### config.mk
export PLATFORM = sky130hd
export DESIGN_NAME = period_meter
export DESIGN_NICKNAME = d
export VERILOG_FILES = /design/src/rtl/period_meter.sv
export SDC_FILE = /design/constraint.sdc
export NUM_CORES = 1
export LEC_CHECK = 0
export CAP_MARGIN = 30
export CORE_MARGIN = 2
export CORE_UTILIZATION = 43
export CTS_BUF_LIST = sky130_fd_sc_hd__clkbuf_4
export DETAILED_ROUTE_END_ITERATION = 12
export GPL_ROUTABILITY_DRIVEN = 0
export MAX_ROUTING_LAYER = met4
export PLACE_DENSITY = 0.71
export SYNTH_ARGS = -nofsm -noshare
export SYNTH_HDL_FRONTEND = slang
export SYNTH_SLANG_ARGS = --single-unit
### constraint.sdc
create_clock -name clk -period 2.65 [get_ports clk]
set_clock_uncertainty 0.2 [all_clocks]
set_input_delay 0.53 -clock clk [delete_from_list [all_inputs] [get_ports clk]]
set_output_delay 0.53 -clock clk [all_outputs]
set_load 0.005 [all_outputs]
### src/rtl/period_meter.sv
// Measures rising-edge-to-rising-edge period of a slow external signal.
// Reports each period with a one-cycle strobe and flags loss of signal.
module period_meter #(
  parameter int          COUNT_WIDTH = 32,
  parameter int unsigned MAX_PERIOD  = 24000000
) (
  input  logic                   clk,
  input  logic                   rst,
  input  logic                   sig_in,
  output logic [COUNT_WIDTH-1:0] period,
  output logic                   valid,
  output logic                   timeout,
  output logic                   busy
);

  typedef enum logic {
    IDLE,
    MEASURE
  } state_t;

  localparam logic [COUNT_WIDTH-1:0] CNT_LAST =
    COUNT_WIDTH'(MAX_PERIOD - 1);

  state_t                 state;
  state_t                 state_nxt;
  logic                   sync1;
  logic                   sync2;
  logic                   sync2_d;
  logic                   rise;
  logic                   at_last;
  logic [COUNT_WIDTH-1:0] cnt;

  // Two-flop synchronizer plus delay tap; preset high so a
  // signal already high at reset release is not seen as an edge.
  always_ff @(posedge clk) begin
    if (rst) begin
      sync1   <= 1'b1;
      sync2   <= 1'b1;
      sync2_d <= 1'b1;
    end else begin
      sync1   <= sig_in;
      sync2   <= sync1;
      sync2_d <= sync2;
    end
  end

  assign rise    = sync2 & ~sync2_d;
  assign at_last = (cnt == CNT_LAST);

  // State register.
  always_ff @(posedge clk) begin
    if (rst) begin
      state <= IDLE;
    end else begin
      state <= state_nxt;
    end
  end

  // Next state: first edge arms, a missing edge drops back to idle.
  always_comb begin
    state_nxt = state;
    unique case (state)
      IDLE: begin
        if (rise) begin
          state_nxt = MEASURE;
        end
      end
      MEASURE: begin
        if (!rise && at_last) begin
          state_nxt = IDLE;
        end
      end
      default: state_nxt = IDLE;
    endcase
  end

  // Busy reflects the measuring state directly.
  always_comb begin
    busy = (state == MEASURE);
  end

  // Period counter and result registers; an edge on the final
  // count still wins over the timeout.
  always_ff @(posedge clk) begin
    if (rst) begin
      cnt     <= '0;
      period  <= '0;
      valid   <= 1'b0;
      timeout <= 1'b0;
    end else begin
      valid <= 1'b0;
      unique case (state)
        IDLE: begin
          if (rise) begin
            cnt <= '0;
          end
        end
        MEASURE: begin
          if (rise) begin
            period  <= cnt + 1'b1;
            valid   <= 1'b1;
            cnt     <= '0;
            timeout <= 1'b0;
          end else if (at_last) begin
            timeout <= 1'b1;
          end else begin
            cnt <= cnt + 1'b1;
          end
        end
        default: cnt <= '0;
      endcase
    end
  end

endmodule
# Word level (Yosys, flattened, before mapping)
# Cells that the tools add are included.
# W data, S select, Z words.
[classes]
addsub = 1
eq_ne = 3
n_mux = 9
bitwise = 3
n_reduce_logical = 7
[op_table]
columns = ["operator", "count"]
rows = [
  ["$mux W32", 3],
  ["$pmux W32 S2", 1],
  ["$add A32 B1 Y32 const B", 1],
  ["$eq A32 B25 Y1 const B", 1],
  ["$reduce_and A2 Y1", 3],
  ["$mux W1", 4],
  ["$ne A3 B3 Y1 const B", 1],
  ["$ne A2 B2 Y1 const B", 1],
  ["$not A1 Y1", 2],
  ["$pmux W1 S2", 1],
  ["$reduce_bool A2 Y1", 1],
  ["$reduce_or A2 Y1", 1],
  ["$and A1 B1 Y1", 1],
  ["$logic_and A1 B1 Y1", 1],
  ["$logic_not A1 Y1", 1],
]
[totals]
ff_bits = 70
in_bits = 3
out_inout_bits = 35
elab_cells = 31

# Longest topological paths before layout
[logic_depth]
ltp_word = 6
ltp_mapped = 9
ltp_nobuf = 6

# Worst setup path after synthesis
# Ideal clock, no wire load.
[synth_path]
kind = "flip-flop to flip-flop"
startpoint = "reg cnt[0]"
endpoint = "reg cnt[21]"
arrival_ps = 1776
path_slack_ps = 542
stages_incl_launch_ff = 9
synth_period_minus_slack_ps = 2108
path_cell_list = "dfxtp_1 > ha_1 > and4_1 > buf_2 > nand4_2 > o21ai_4 > clkbuf_1 > or3_1 > a21oi_1"
[synth_between]
elab_chain_cells = 4
[synth_lines]
columns = ["item", "line_no", "text"]
rows = [
  ["start, declared", "31", "logic [COUNT_WIDTH-1:0] cnt;"],
  ["start signal, assigned", "107", "cnt <= cnt + 1'b1;"],
  ["$add A32 B1 Y32", "107", ""],
  ["$mux W32", "104", "end else if (at_last) begin"],
  ["$mux W32", "99", "if (rise) begin"],
  ["$pmux W32 S2", "92", "unique case (state)"],
]
# Several ways; a longest one is shown, not always the timed one. The select of a mux whose other input is x is not followed.
# A chain may end at the register's enable or synchronous reset.

# Final worst setup path
[layout_path]
startpoint = "reg cnt[0]"
endpoint = "reg cnt[28]"
# Same word-level chain as after synthesis.

==> out/qor.log <==
qor: status.status finished, final reports clean
qor: power.cell_int_power 1.447 mW
qor: synth.yosysWarningCount 0
qor: synth.mappedNetlistNets 376
qor: die.die_area 8277 sq um
qor: clocking.clkSinkCount 70
qor: detailed_routing.drc 0
qor: critical_path.worst-endpoint-required 2.81 ns
qor: clocking.clock_insertion_delay_worst_skew 0.43 ns
qor: clocking.cts.hold.buffers_added 0
qor: critical_path.critical_path.endpoint_type flip-flop
qor: sta.layout_min_cycle_time 2.425 ns
qor: power.ir_drop 0.2374 mV
qor: clocking.cts_post_setup_buffers_inserted 0
qor: detailed_routing.antenna_violating_nets_post_route 0
qor: power.power.share.switching 0.2224
qor: cells_and_area.final_nets 411
qor: power.p_seq_frac 0.568
qor: cells_and_area.syn2layout_area_growth 18.96%
qor: power.clock_power_share 0.404
qor: sta.rsz_0062_raised_after_global_routing false
qor: sta.timing_max_transition_violations_final 0
qor: grt.wire_length_of_the_first_global_routing_pass 12.08 mm
qor: clocking.cts_tree yes
qor: grt.largest_net_degree_at_the_start_of_global_routing 31
qor: die.floorplan.initialDensity 0.4461
qor: synth.yosysUniqueCellTypes 46
qor: synth.synth_seq_area_share 0.4308
qor: power.leakage 1.282 nW
qor: critical_path.startpoint_type flip-flop
qor: synth.syn-instance-count 372
qor: die.die_w 90.98 microns
qor: sta.setup_viol 0
qor: clocking.tritoncts.num_buffers 9
qor: power.power_per_cell_area 480.8 nW/um^2
qor: synth.synth_top_cell_by_area dfxtp_1
qor: critical_path.largest_fanout_on_the_critical_path 30
qor: place.place.port_buffers 37
qor: sta.setup_tns 0 ns
qor: sta.max_clock_freq 0.4123 GHz
qor: synth.dominantRegCellSynth dfxtp_1
qor: synth.synth.avg_cell_area 8.745 sq um
qor: hold_path.type_of_the_worst_min_delay_path flip-flop to flip-flop
qor: clocking.post_cts_resized 0
qor: cells_and_area.drive_above_1_share 0.1165
qor: synth.asyncSetResetFlopFracSynth 0
qor: grt.antenna_found_initial 0
qor: detailed_routing.detail_route.iter0.violations 178
qor: place.final_hpwl_from_detailed_placement 5.096 mm
qor: clocking.h-tree-depth 3
qor: power.comb_power_share 0.027
qor: synth.synth.most_common_cell dfxtp_1
qor: sta.tightest_slew 0.5223 ns
qor: sta.period_utilisation_layout 0.9153
qor: grt.overall_overflow_remaining_after_global_route 0
qor: cells_and_area.fillers 715
qor: sta.final_hold_viol_count 0
qor: detailed_routing.viasPerCell 5.419
qor: detailed_routing.wl 7.129 mm
qor: cells_and_area.antennaDiodeCount 0
qor: clocking.clkSlewWorstSetupHoldPaths 0.11 ns
qor: sta.timing.slew.headroom 0.6518
qor: detailed_routing.drt_pass1_iterations 5
qor: detailed_routing.drt-wirelength-per-cell 13.95 microns
qor: grt.grt_pass1_vias 2591
qor: power.p_sw 0.4137 mW
qor: critical_path.worst-endpoint-arrival 2.59 ns
qor: synth.synth_edf_count 0
qor: critical_path.crit_type flip-flop to flip-flop
qor: synth.synth_area 3253 sq um
qor: die.core-area 7292 sq um
qor: synth.yosys_top_cell_area_share 0.4308
qor: die.ios 38
qor: die.rows 31
qor: synth.synth.top_cells.by_area dfxtp_1, o21ai_0, nand2_1
qor: sta.hold_slack 0.2261 ns
qor: synth.ys_seq_elements 70
qor: detailed_routing.num_vias 2769
qor: clocking.maximum_buffer_depth_of_the_clock_tree 2
qor: clocking.root_buf_cell clkbuf_4
qor: grt.grtUsageTotal 0.1853
qor: die.chipHeight 90.98 microns
qor: job.drv_cap 0
qor: synth.synthTopCellsByCount dfxtp_1, nand2_1, o21ai_0
cell families after synthesis:
logic type,after synthesis,synth area share
AO/OA/AOI/OAI,86,0.1550
XOR/XNOR,35,0.09423
adder cells (fa/ha/maj),1,0.003846
buffers and inverters,29,0.04384
flip-flops,70,0.4308
AND/OR/NAND/NOR,151,0.2723
worst max-delay path, cell delays in order (launching register included):
cell,delay (ns)
dfxtp_1,0.43
ha_1,0.29
and4_1,0.40
nand4_2,0.25
o21ai_4,0.21
buf_4,0.29
o21ai_0,0.14
a21oi_1,0.14
layout by cell type, fill, tap and decap left out, types with 4 or more instances in the layout:
cell             Yosys  final
and2_1               4      4
buf_4                0     12
inv_1                4      4
clkbuf_4             0      9
a21oi_1             22     21
nand3_1             12     12
nor4_1               4      4
nand4_1             10     10
xor2_1              19     19
o211ai_1            10     10
nor2_1              15     15
dfxtp_1             70     70
o21ai_0             38     38
xnor2_1             16     16
or3_1               13     13
o31ai_1              4      4
nand2_1             50     50
or2_2                5      5
clkdlybuf4s50_1      0     37
nor3_1               4      4
or4_1                7      7
final cells by class:
class                   count  area, sq um  area share
multi-input cells         273         1713      0.4426
flip-flops and latches     70         1401      0.3621
repair buffers             49        460.4      0.1190
well taps                  99        123.9     0.03201
clock inverters             7        88.84     0.02296
clock buffers               9        67.56     0.01746
inverters                   4        15.01    0.003880
state kept, by name (all words and copies together), names as in the netlist:
register  count
timeout       1
sync2         1
busy          1
sync1         1
sync2_d       1
period       32
valid         1
cnt          32
power by group through the flow:
stage	logic [mW]	registers, mW	clock network [mW]
floorplan	0.0316	1.08	0
global placement	0.0503	1.08	0
detailed placement	0.0511	1.08	0
CTS	0.0513	1.06	0.774
global route	0.0557	1.06	0.821
finish	0.0512	1.06	0.752
through the flow:
step	util	setup slack (ns)	power, mW	area, sq um	std cells
after floorplan	-	0.5419	1.112	3253	372
after global placement	0.5093	0.3541	1.132	3714	495
after detailed placement	0.5093	0.2647	1.133	3714	495
after CTS	0.5307	0.2335	1.883	3870	511
after global routing	0.5307	0.02055	1.936	3870	511
final	0.5307	0.2246	1.861	3870	511
path summary, 6_finish.rpt:
| path | slack, ns | end | from | cells after the start |
|---|---|---|---|---|
| max | 0.22 | cnt[28] | cnt[0] | 7 |
| min | 0.23 | sync2 | sync1 | 1 |
| max reg2reg | 0.22 | cnt[28] | cnt[0] | 7 |
| min reg2reg | 0.23 | sync2 | sync1 | 1 |
routing by layer:
layer	up-vias	routed length, microns	global-route usage
met1	1310	3285	0.2259
met5	-	0	-
met3	12	289	0.04564
li1	1392	-	-
met2	55	3411	0.2852
met4	0	143	0.09470
(Power assumes the default switching activity.)
